[src/rtl/load_store_multi.sv]
// Multi-channel volume tracker: per-channel up/down counters stepped in
// triangle, saw, one-shot or hold mode, with at-limit flags and a global peak count.
module load_store_ch #(
  parameter int CBITS = 15,
  parameter int N     = 25000
) (
  input  logic             clk_i,
  input  logic             rst_ni,
  input  logic             step_i,
  input  logic             cfg_hit_i,
  input  logic [1:0]       cfg_mode_i,
  input  logic [CBITS-1:0] cfg_limit_i,
  output logic [CBITS-1:0] vol_o,
  output logic             dir_o,
  output logic             sig_o,
  output logic             done_o,
  output logic             rise_o
);
  typedef enum logic [1:0] {M_TRI = 2'd0, M_SAW = 2'd1, M_ONE = 2'd2, M_HOLD = 2'd3} mode_e;
  localparam logic [CBITS-1:0] NL = CBITS'(N);

  logic [CBITS-1:0] vol_q, vol_d, lim_q, lim_d;
  logic             dir_q, dir_d, sig_q, sig_d, done_q, done_d;
  mode_e            mode_q, mode_d;

  always_comb begin
    vol_d  = vol_q;
    dir_d  = dir_q;
    lim_d  = lim_q;
    mode_d = mode_q;
    done_d = done_q;
    if (cfg_hit_i) begin
      lim_d  = cfg_limit_i;
      mode_d = mode_e'(cfg_mode_i);
      vol_d  = '0;
      dir_d  = 1'b0;
      done_d = 1'b0;
    end else if (step_i) begin
      unique case (mode_q)
        M_TRI: begin
          // turnarounds dwell one cycle at each extreme
          if (dir_q) begin
            if (vol_q >= lim_q) dir_d = 1'b0;
            else                vol_d = vol_q + 1'b1;
          end else begin
            if (vol_q == '0)    dir_d = 1'b1;
            else                vol_d = vol_q - 1'b1;
          end
        end
        M_SAW: begin
          dir_d = 1'b1;
          vol_d = (vol_q >= lim_q) ? '0 : vol_q + 1'b1;
        end
        M_ONE: begin
          dir_d = 1'b1;
          if (vol_q < lim_q) vol_d = vol_q + 1'b1;
          done_d = done_q | (vol_d >= lim_q);
        end
        default: ;
      endcase
    end
    sig_d = (vol_d == lim_d);
  end

  assign rise_o = sig_d & ~sig_q;

  always_ff @(posedge clk_i or negedge rst_ni) begin
    if (!rst_ni) begin
      vol_q  <= '0;
      dir_q  <= 1'b0;
      lim_q  <= NL;
      mode_q <= M_TRI;
      done_q <= 1'b0;
      sig_q  <= (NL == '0);
    end else begin
      vol_q  <= vol_d;
      dir_q  <= dir_d;
      lim_q  <= lim_d;
      mode_q <= mode_d;
      done_q <= done_d;
      sig_q  <= sig_d;
    end
  end

  assign vol_o  = vol_q;
  assign dir_o  = dir_q;
  assign sig_o  = sig_q;
  assign done_o = done_q;
endmodule

module load_store_multi #(
  parameter int NUM_CH = 4,
  parameter int CBITS  = 15,
  parameter int N      = 25000,
  parameter int PCBITS = 8
) (
  input  logic                    clk_i,
  input  logic                    rst_ni,
  input  logic [NUM_CH-1:0]       en_i,
  input  logic                    cfg_we_i,
  input  logic [3:0]              cfg_ch_i,
  input  logic [1:0]              cfg_mode_i,
  input  logic [CBITS-1:0]        cfg_limit_i,
  input  logic                    peak_clr_i,
  output logic [NUM_CH*CBITS-1:0] vol_o,
  output logic [NUM_CH-1:0]       dir_o,
  output logic [NUM_CH-1:0]       sig_o,
  output logic [NUM_CH-1:0]       done_o,
  output logic [PCBITS-1:0]       peak_cnt_o
);
  localparam int SW = PCBITS + 5;
  localparam logic [PCBITS-1:0] PMAX = {PCBITS{1'b1}};

  logic [NUM_CH-1:0] cfg_hit, rise;
  logic [SW-1:0]     sum;
  logic [PCBITS-1:0] peak_q, peak_d;

  for (genvar g = 0; g < NUM_CH; g++) begin : g_ch
    // out-of-range cfg_ch matches no channel, so the write is dropped
    assign cfg_hit[g] = cfg_we_i && (cfg_ch_i == 4'(g));
    load_store_ch #(.CBITS(CBITS), .N(N)) u_ch (
      .clk_i       (clk_i),
      .rst_ni      (rst_ni),
      .step_i      (en_i[g] & ~cfg_hit[g]),
      .cfg_hit_i   (cfg_hit[g]),
      .cfg_mode_i  (cfg_mode_i),
      .cfg_limit_i (cfg_limit_i),
      .vol_o       (vol_o[g*CBITS +: CBITS]),
      .dir_o       (dir_o[g]),
      .sig_o       (sig_o[g]),
      .done_o      (done_o[g]),
      .rise_o      (rise[g])
    );
  end

  always_comb begin
    sum = SW'(peak_q);
    for (int i = 0; i < NUM_CH; i++) sum = sum + SW'(rise[i]);
    if (peak_clr_i)          peak_d = '0;
    else if (sum > SW'(PMAX)) peak_d = PMAX;
    else                     peak_d = sum[PCBITS-1:0];
  end

  always_ff @(posedge clk_i or negedge rst_ni) begin
    if (!rst_ni) peak_q <= '0;
    else         peak_q <= peak_d;
  end

  assign peak_cnt_o = peak_q;
endmodule

[config.mk]
export PLATFORM = sky130hd
export DESIGN_NAME = load_store_multi
export DESIGN_NICKNAME = d
export VERILOG_FILES = /design/src/rtl/load_store_multi.sv
export SDC_FILE = /design/constraint.sdc
export NUM_CORES = 1
export LEC_CHECK = 0
export ABC_AREA = 1
export BUFFER_PORTS_ARGS = -buffer_cell sky130_fd_sc_hd__buf_2
export CAP_MARGIN = 10
export CELL_PAD_IN_SITES_DETAIL_PLACEMENT = 1
export CELL_PAD_IN_SITES_GLOBAL_PLACEMENT = 2
export CORE_ASPECT_RATIO = 1.2
export CORE_MARGIN = 1.5
export CORE_UTILIZATION = 36
export DETAILED_ROUTE_END_ITERATION = 12
export PLACE_DENSITY_LB_ADDON = 0.12
export SKIP_CTS_REPAIR_TIMING = 1
export SYNTH_ARGS = -nofsm -noshare
export SYNTH_HDL_FRONTEND = slang
export SYNTH_SLANG_ARGS = --single-unit
[constraint.sdc]
create_clock -name clk_i -period 10.2 [get_ports clk_i]
set_input_delay 2.04 -clock clk_i [delete_from_list [all_inputs] [get_ports clk_i]]
set_output_delay 2.04 -clock clk_i [all_outputs]
set_load 0.02 [all_outputs]
==> results of run 1 <==
-- layer usage --
layer	global-route usage (%)	vias up	share of wire, %
li1	-	9507	-
met1	34.3	9371	43
met2	51.4	363	50
met3	3.18	131	2.9
met4	11.7	0	3.7
met5	0	-	0
-- Yosys cell counts (4+ instances only) --
master,number,area [um^2]
buf_2,35,175
buf_4,28,210
clkbuf_1,41,154
nand2_1,979,3670
nor2_4,12,135
nand3_2,4,40.0
nor2_1,287,1080
nor2_2,17,106
nand3b_1,31,233
xor2_1,39,342
buf_6,14,158
nand3_1,311,1560
a21oi_4,4,65.1
inv_2,10,37.5
o31ai_1,7,52.6
inv_1,400,1500
nand4_1,47,294
ha_1,147,1840
a31oi_1,5,31.3
and2_1,46,288
dfstp_2,24,631
nand2_2,14,87.6
dfrtp_1,124,3100
nand2_4,7,78.8
a21oi_1,111,556
o21ai_1,32,160
clkinv_1,5,18.8
o21ai_0,155,776
nor3_1,14,70.1
-- flip-flops by register name, indices dropped and copies added (netlist names) --
register,count
g_ch.u_ch.dir_o,4
g_ch.u_ch.done_o,4
g_ch.u_ch.lim_q,60
g_ch.u_ch.mode_q,8
g_ch.u_ch.sig_o,4
g_ch.u_ch.vol_o,60
peak_cnt_o,8
-- tightest hold or removal path, stage by stage, from the launching register on --
cell	delay [ns]
dfrtp_1	0.35
a31oi_1	0.05
nor2_1	0.08
-- metrics by stage --
stage	setup slack (ns)	cells	total power [mW]	utilization, %
floorplan	4.63	2991	4.78	-
global placement	3.52	3620	6.06	37.7
detailed placement	3.36	3620	6.21	37.7
CTS	3.89	3652	6.87	38.8
global route	3.27	3652	7.57	38.8
finish	3.85	3653	6.85	38.8
-- worst paths after layout --
kind,start,endpoint,cells after the start
setup / recovery,cfg_ch_i[3],peak_cnt_o[5]$_DFF_PN0_,26
hold / removal,g_ch[3].u_ch.done_o$_DFFE_PN0P_,g_ch[3].u_ch.done_o$_DFFE_PN0P_,2
setup reg to reg,g_ch[2].u_ch.vol_o[0]$_DFF_PN0_,peak_cnt_o[5]$_DFF_PN0_,26
hold reg to reg,g_ch[3].u_ch.done_o$_DFFE_PN0P_,g_ch[3].u_ch.done_o$_DFFE_PN0P_,2
max in group asynchronous,rst_ni,g_ch[3].u_ch.vol_o[14]$_DFF_PN0_,2
min in group asynchronous,rst_ni,g_ch[1].u_ch.lim_q[4]$_DFF_PN0_,1
-- layout make-up --
type | count | area (um^2) | share of cell area (%)
antenna | 1 | 2.50 | 0.0131
clock inverter | 8 | 78.8 | 0.413
multi-input combinational | 2306 | 11800 | 62.1
sequential | 148 | 3730 | 19.6
tap | 637 | 797 | 4.18
clock buffer | 24 | 462 | 2.42
timing repair buffer | 114 | 592 | 3.10
inverter | 415 | 1560 | 8.17
-- cells by family (layout without fill, tap and decap cells) --
kind of cell    Yosys count  after routing  synth area share, %
simple gates           1786           1786                 43.8
buf+inv                 537            561                 12.7
compound gates          327            327                 9.74
fa+ha+maj               150            150                 10.6
flops                   148            148                 20.9
xor+xnor                 43             43                 2.15
other cells               0              1                    0
-- power by group through the flow --
stage	combinational [mW]	sequential (mW)	clock, mW
after CTS	4.89	1.34	0.639
after detailed placement	4.86	1.35	0
final	4.89	1.34	0.625
after floorplan	3.64	1.13	0
after global routing	5.55	1.37	0.657
after global placement	4.71	1.34	0
==> metrics.csv, run 1 <==
metric,value,unit
outcome,finished clean,
Post-Synthesis Cells,2991,
"most common cell after layout, fill and taps aside",nand2_1,
"critical path fanouts, max",31,
Unique masters post-synth,53,
Total GRT Usage,28.6,%
gpl congestion,0.920,
Vias,19400,
CP max stage cell,fa_1,
Fmax,157,MHz
Initial Util,36.3,%
Port Buffers,108,
FILL cells,6771,
Post-DP HPWL,56.4,mm
CP required,10.59,ns
Min-Delay Path Class,reg2reg,
Die Footprint,50900,um^2
Syn Nets,3170,
drt total wl,71.8,mm
CP Buf/Inv Count,6,
drt drc,0,
TNS Setup,0,ns
Die Width,206,um
WHS,0.518,ns
critical path startpoint category,input port,
RSZ-0062 raised after global routing,no,
"reg-to-reg slack, setup",4.11,ns
"Avg Cell Area, Syn",5.97,um^2
Crit path arrival time,6.74,ns
core area,49100,um^2
Pleak,10.2,nW
Syn. warnings,0,
Post-DRT Antenna Nets,0,
Combinational Power Share,71.4,%
"final std cell area, no fill",19100,um^2
critical path's most frequent cell,nand2_1,
part of the power in registers,19.5,%
clock root buffer,clkbuf_16,
number of synthesized flops with an enable pin,0,
clk_lat worst skew,0.47,ns
Die Ht,247,um
worst rel slew slack,35.7,%
placed instance area,18500,um^2
clk_skew,0.00953,ns
Seq cells post-synth,148,
number of setup violations in the final report,0,
register clock-pin slew on the reported worst setup and hold paths,0.06,ns
Fin. Hold Viols,0,
most frequent cells in the layout,"nand2_1, inv_1, nand3_1, nor2_1, o21ai_0",
TritonRoute pass-1 iters,5,
CTS sink cnt,148,
Clock Tree Buf Depth,2,
WL/cell,19.7,um
Pwr Density,359,nW/um^2
IO Pins,109,
period utilization,62.3,%
Layout area overhead,6.84,%
sequential share of the synthesized area,20.9,%
TritonCTS Buffers,17,
Setup CP Type,in2reg,
CP peak stage delay,0.48,ns
clock network power share,9.1,%
vias in the first global route,19800,
async set-reset flop share out of synthesis,100,%
top_reg_cell synth,dfrtp_1,
first-pass GRT wire length,111,mm
layout net count,3181,
worst-margin pin slew,0.964,ns
VDD IR-drop max,0.149,mV
vias per cell,5.30,
"Cell Area, Synth",17800,um^2
critical path's top delay family,simple AND/OR/NAND/NOR gates,
gr ovfl total,0,
1st-iter DRT viols,796,
sw power,4.13,mW
largest net degree at the start of global routing,80,
CTS tree,built,
antenna violations before repair,2,
CP Capture Type,flip-flop,
# rows,89,
H-tree depth,4,
Pint,2.72,mW
share of cells above drive strength 1,8.13,%
switching share of power,60.3,%
Max-cap violations,0,
Max Slew Vio Count,0,
min Tclk post-route,6.35,ns
No activity file was read; power rests on OpenSTA's default activity.
==> run 2: changes to the inputs <==
--- a/config.mk
+++ b/config.mk
@@ -5,14 +5,14 @@
 export SDC_FILE = /design/constraint.sdc
 export NUM_CORES = 1
 export LEC_CHECK = 0
-export ABC_AREA = 1
+export ABC_AREA = 0
 export BUFFER_PORTS_ARGS = -buffer_cell sky130_fd_sc_hd__buf_2
 export CAP_MARGIN = 10
 export CELL_PAD_IN_SITES_DETAIL_PLACEMENT = 1
 export CELL_PAD_IN_SITES_GLOBAL_PLACEMENT = 2
 export CORE_ASPECT_RATIO = 1.2
 export CORE_MARGIN = 1.5
-export CORE_UTILIZATION = 36
+export CORE_UTILIZATION = 37
 export DETAILED_ROUTE_END_ITERATION = 12
 export PLACE_DENSITY_LB_ADDON = 0.12
 export SKIP_CTS_REPAIR_TIMING = 1
==> constraint.sdc (replaced) <==
create_clock -name clk_i -period 5.96 [get_ports clk_i]
set_input_delay 1.192 -clock clk_i [delete_from_list [all_inputs] [get_ports clk_i]]
set_output_delay 1.192 -clock clk_i [all_outputs]
set_load 0.02 [all_outputs]
==> run 2 against run 1 <==
  * Largest cell class unchanged
  * Non-clock buffer count increased by 256
  * Global-route usage up 5.0 points
  * Sequential share of layout area shrank 0.75 points
  * Power up 49%
  * Clock skew is 0.0040 ns higher
  * Critical path type is now reg2reg
  * Synthesized area is 8.6% lower
  * Die area shrank 11%
==> metrics.csv, run 2 <==
metric,value,unit
top-area cell type share of the netlist area,19.0,%
RR Endpoint,peak_cnt_o[6]$_DFF_PN0_,
CP peak stage delay,0.54,ns
placed instance area,18800,um^2
Post-Layout Cell Count,2930,
"top cells by count, synth","nand2_1, o21ai_0, ha_1",
clk_lat worst skew,0.45,ns
TritonCTS Buffers,17,
Min-Delay Path Class,reg2reg,
FILL cells,5409,
gr ovfl total,0,
drt drc,0,
Max Slew Vio Count,0,
antenna violations before repair,0,
period utilization,97.0,%
"critical path fanouts, max",5,
drt total wl,76.5,mm
top post-synthesis cells by area,"dfrtp_1, ha_1, o21ai_0",
"reg-to-reg slack, setup",0.18,ns
core area,43600,um^2
Pleak,8.57,nW
TritonRoute pass-1 iters,5,
critical path's most frequent cell,buf_4,
Pwr Density,515,nW/um^2
number of synthesized flops with an enable pin,0,
critical path startpoint category,flip-flop,
VDD IR-drop max,0.222,mV
"Cell Area, Synth",16300,um^2
sequential share of the synthesized area,22.9,%
vias in the first global route,18700,
Layout area overhead,21.5,%
Max-cap violations,0,
top-count cell post-synth,nand2_1,
CP required,6.29,ns
CTS sink cnt,148,
placed cell count,2887,
async set-reset flop share out of synthesis,100,%
gpl congestion,0.945,
Die Ht,233,um
Syn. warnings,0,
worst-margin pin slew,0.859,ns
CTS tree,built,
multi-input logic area,11700,um^2
TNS Setup,0,ns
Worst Setup EP,peak_cnt_o[6]$_DFF_PN0_,
CP Capture Type,flip-flop,
Vias,18200,
largest net degree at the start of global routing,65,
most frequent cells in the layout,"buf_4, nand2_1, o21ai_0, ha_1, nor2_1",
Register Area,3730,um^2
outcome,finished clean,
min Tclk post-route,5.78,ns
Post-DP HPWL,60.7,mm
Setup CP Type,reg2reg,
1st-iter DRT viols,1131,
clk_skew,0.0135,ns
Post-Synthesis Cells,2108,
Initial Util,37.4,%
# rows,84,
Port Buffers,108,
CP max stage cell,or4_4,
"Avg Cell Area, Syn",7.74,um^2
Crit path arrival time,6.11,ns
Seq cells post-synth,148,
r2r startpoint,g_ch[0].u_ch.lim_q[8]$_DFF_PN1_,
WL/cell,26.1,um
cell accounting for the most synthesized area,dfrtp_1,
top_reg_cell synth,dfrtp_1,
Die Footprint,45400,um^2
H-tree depth,4,
Clock Tree Buf Depth,2,
"final std cell area, no fill",19800,um^2
vias per cell,6.22,
xor and xnor area share after synthesis,5.95,%
Fin. Hold Viols,0,
Synth Area in Adders,11.6,%
IO Pins,109,
Total GRT Usage,33.6,%
Post-DRT Antenna Nets,0,
Die Width,195,um
register clock-pin slew on the reported worst setup and hold paths,0.07,ns
Syn Nets,2287,
number of setup violations in the final report,0,
"most common cell after layout, fill and taps aside",buf_4,
CP Launch Point,g_ch[0].u_ch.lim_q[8]$_DFF_PN1_,
clock root buffer,clkbuf_16,
Synth Area in Simple Gates,25.1,%
layout net count,2536,
Compound-Gate Fraction of Synth Area,26.0,%
Unique masters post-synth,101,
share of cells above drive strength 1,21.9,%
Fmax,173,MHz
first-pass GRT wire length,116,mm
largest family of logic cells by synthesized area,compound AO/OA/AOI/OAI gates,
worst rel slew slack,42.1,%
worst r2r path cells,25,
mux contribution to synthesized area,1.30,%
==> run 2: cell count changes after synthesis, sizes merged, moves of 28 or more <==
cell,previous run,this run
clkbuf,42,108
xnor2,3,87
buf,80,32
nor4,3,46
inv,410,122
and4,0,28
or3,1,35
a211oi,2,31
nand2,1000,205
nor3,15,63
nor2,316,140
nand3,316,75
a31oi,5,35
and2,47,11
==> run 2: worst min path at each step <==
| stage | from | to | slack [ns] | cells past startpoint |
|---|---|---|---|---|
| after floorplan | g_ch[2].u_ch.done_o$_DFFE_PN0P_ | g_ch[2].u_ch.done_o$_DFFE_PN0P_ | 0.45 | 2 |
| after global placement | g_ch[2].u_ch.done_o$_DFFE_PN0P_ | g_ch[2].u_ch.done_o$_DFFE_PN0P_ | 0.46 | 2 |
| after detailed placement | g_ch[2].u_ch.done_o$_DFFE_PN0P_ | g_ch[2].u_ch.done_o$_DFFE_PN0P_ | 0.48 | 2 |
| after CTS | g_ch[2].u_ch.done_o$_DFFE_PN0P_ | g_ch[2].u_ch.done_o$_DFFE_PN0P_ | 0.50 | 2 |
| after global routing | g_ch[2].u_ch.done_o$_DFFE_PN0P_ | g_ch[2].u_ch.done_o$_DFFE_PN0P_ | 0.53 | 2 |
| final | g_ch[2].u_ch.done_o$_DFFE_PN0P_ | g_ch[2].u_ch.done_o$_DFFE_PN0P_ | 0.50 | 2 |
==> run 2: power by group <==
part,internal (mW),switching [mW]
combinational,2.83,4.67
sequential,1.34,0.251
clock,0.671,0.468
total,4.83,5.39
==> run 2: metrics by stage <==
stage / utilization [%] / hold slack, ns / power, mW / setup slack [ns]
final: 45.5 / 0.499 / 10.2 / 0.180
after global routing: 45.5 / 0.527 / 10.9 / -0.0124
after CTS: 44.6 / 0.504 / 9.92 / -0.185
after detailed placement: 43.2 / 0.479 / 8.74 / -0.242
after global placement: 43.2 / 0.464 / 8.58 / -0.122
after floorplan: - / 0.451 / 5.85 / 0.179
==> run 2: critical path: cells and delay by family, from the launching register on <==
family,cells,cell delay (ns)
AOI/OAI and AO/OA,4,0.80
xor gates and xnor gates,1,0.13
adders and majority gates,4,1.32
buffers and inverters,7,0.95
DFF,1,0.52
and+or+nand+nor,9,1.94
==> run 2: logic make-up after synthesis <==
| logic type | Yosys count |
|---|---|
| buffers and inverters | 265 |
| muxes | 21 |
| xor gates and xnor gates | 110 |
| adders and majority gates | 150 |
| and+or+nand+nor | 783 |
| DFF | 148 |
| AOI/OAI and AO/OA | 631 |
==> run 2: cell type report <==
cell class              instances  area share [%]
multi-input cells            1695            59.2
flip-flops and latches        148            18.8
repair buffers                370            13.0
well taps                     559            3.53
clock buffers                  24            2.53
inverters                     125            2.37
clock inverters                 8           0.492
diodes                          1          0.0126
==> run 2: layer usage <==
layer	global-route usage (%)	share of wire [%]	vias up
met5	0	0	-
met4	13.6	3.8	0
met3	3.45	3.6	137
met2	58.4	49	511
met1	42.6	44	9233
li1	-	-	8357
==> run 3: changes to the inputs <==
--- a/config.mk
+++ b/config.mk
@@ -10,7 +10,7 @@
 export CAP_MARGIN = 10
 export CELL_PAD_IN_SITES_DETAIL_PLACEMENT = 1
 export CELL_PAD_IN_SITES_GLOBAL_PLACEMENT = 2
-export CORE_ASPECT_RATIO = 1.2
+export CORE_ASPECT_RATIO = 0.5
 export CORE_MARGIN = 1.5
 export CORE_UTILIZATION = 37
 export DETAILED_ROUTE_END_ITERATION = 12
==> run 3 against run 2 <==
  * Non-clock buffer count is 30 higher
  * Worst hold slack worse by 0.0018 ns
  * Sequential power is 3% lower
  * Via count is 1.1% higher
  * Clock power hardly changed
  * Maximum frequency is 0.19% higher
  * Critical path depth is 5 lower
  * Cell area is 0.68% higher
  * Register-to-register slack hardly changed
  * First-iteration DRC count is 44% higher
==> metrics.csv, run 3 (synthesized netlist as in run 2, its figures left out) <==
metric,value,unit
outcome,finished clean,
CP Capture Type,flip-flop,
clk_lat worst skew,0.47,ns
Max-cap violations,0,
ant diodes,0,
vias per cell,6.17,
r2r startpoint,g_ch[0].u_ch.lim_q[13]$_DFF_PN1_,
Pleak,8.65,nW
period utilization,96.8,%
largest net degree at the start of global routing,79,
Pwr Density,514,nW/um^2
final core occ,45.9,%
H-tree depth,4,
share of cells above drive strength 1,22.5,%
Die Ht,151,um
FILL cells,5397,
Die Width,300,um
register clock-pin slew on the reported worst setup and hold paths,0.07,ns
busiest grt layer,met2,
CP required,6.34,ns
IO Pins,109,
TritonCTS Buffers,17,
vias in the first global route,18200,
Min-Delay Path Class,reg2reg,
GR Util met1,47.1,%
drt drc,0,
clock root buffer,clkbuf_16,
Post-DP HPWL,60.9,mm
"critical path fanouts, max",7,
core area,43500,um^2
VDD IR-drop max,0.261,mV
min Tclk post-route,5.77,ns
CP Launch Point,g_ch[0].u_ch.lim_q[13]$_DFF_PN1_,
Post-DRT Antenna Nets,0,
drt total wl,76.4,mm
gr ovfl total,0,
Die Footprint,45400,um^2
WL/cell,25.6,um
antenna violations before repair,2,
"reg-to-reg slack, setup",0.19,ns
Vias,18400,
# rows,54,
hold_sp,g_ch[2].u_ch.done_o$_DFFE_PN0P_,
most frequent cells in the layout,"buf_4, nand2_1, o21ai_0, ha_1, nor2_1",
Setup CP Type,reg2reg,
Clock Tree Buf Depth,2,
CTS tree,built,
"most common cell after layout, fill and taps aside",buf_4,
worst rel slew slack,40.9,%
Total GRT Usage,33.3,%
met2 Usage GRT,52.4,%
first-pass GRT wire length,114,mm
CTS sink cnt,148,
WHS,0.498,ns
Layout area overhead,22.4,%
Max Slew Vio Count,0,
Crit path arrival time,6.15,ns
1st-iter DRT viols,1633,
worst-margin pin slew,0.887,ns
Fin. Hold Viols,0,
Initial Util,37.5,%
clk_skew,0.0199,ns
gpl congestion,0.962,
Port Buffers,108,
GR Util met3,5.15,%
layout net count,2566,
Fmax,173,MHz
critical path startpoint category,flip-flop,
number of setup violations in the final report,0,
TritonRoute pass-1 iters,7,
-- run 3: path summary, 6_finish.rpt --
path / end / cells past startpoint
worst min-delay path: g_ch[2].u_ch.done_o$_DFFE_PN0P_ / 2
worst max-delay path: peak_cnt_o[2]$_DFF_PN0_ / 20
worst min register to register: g_ch[2].u_ch.done_o$_DFFE_PN0P_ / 2
max in group asynchronous: g_ch[2].u_ch.lim_q[5]$_DFF_PN1_ / 2
min in group asynchronous: g_ch[3].u_ch.vol_o[5]$_DFF_PN0_ / 1
worst max register to register: peak_cnt_o[2]$_DFF_PN0_ / 20
-- run 3: critical path: stages, from the launching register on --
cell,delay (ns)
dfstp_2,0.52
inv_1,0.05
ha_1,0.28
nand4_1,0.18
buf_6,0.19
nor3_4,0.33
or4_4,0.27
nor2_1,0.07
a2111o_1,0.47
a311oi_2,0.27
xnor2_1,0.16
nand4_1,0.16
or4_4,0.59
or4_4,0.53
fa_1,0.47
fa_2,0.35
inv_2,0.07
fa_2,0.20
and3_4,0.20
nand3_2,0.15
a21oi_1,0.18
-- run 3: area by class of cell --
type | count | area [um^2] | area share [%]
sequential | 148 | 3730 | 18.7
timing repair buffer | 400 | 2800 | 14.0
multi-input combinational | 1695 | 11700 | 58.4
tap | 588 | 736 | 3.68
clock buffer | 18 | 439 | 2.20
inverter | 125 | 469 | 2.35
clock inverter | 14 | 141 | 0.708
-- run 3: metal layers --
metal | routed length [um] | up-vias
met5 | 0 | -
met4 | 1930 | 0
met3 | 4830 | 109
met2 | 33400 | 611
met1 | 36200 | 9284
li1 | - | 8435
-- run 3: report_power, final --
group          internal, mW  switching, mW
clock                 0.599          0.547
combinational          2.88           4.68
sequential             1.34          0.218
-- run 3: per-stage QoR --
| step | power, mW | setup slack (ns) | area [um^2] | instances | setup TNS (ns) |
|---|---|---|---|---|---|
| after floorplan | 5.85 | 0.179 | 16300 | 2108 | 0 |
| after global placement | 8.72 | -0.379 | 19100 | 2951 | -2.84 |
| after detailed placement | 8.82 | -0.473 | 19100 | 2951 | -3.43 |
| after CTS | 10.0 | -0.271 | 19700 | 2983 | -1.77 |
| after global routing | 10.9 | -0.0370 | 20000 | 2988 | -0.128 |
| final | 10.3 | 0.191 | 20000 | 2988 | 0 |
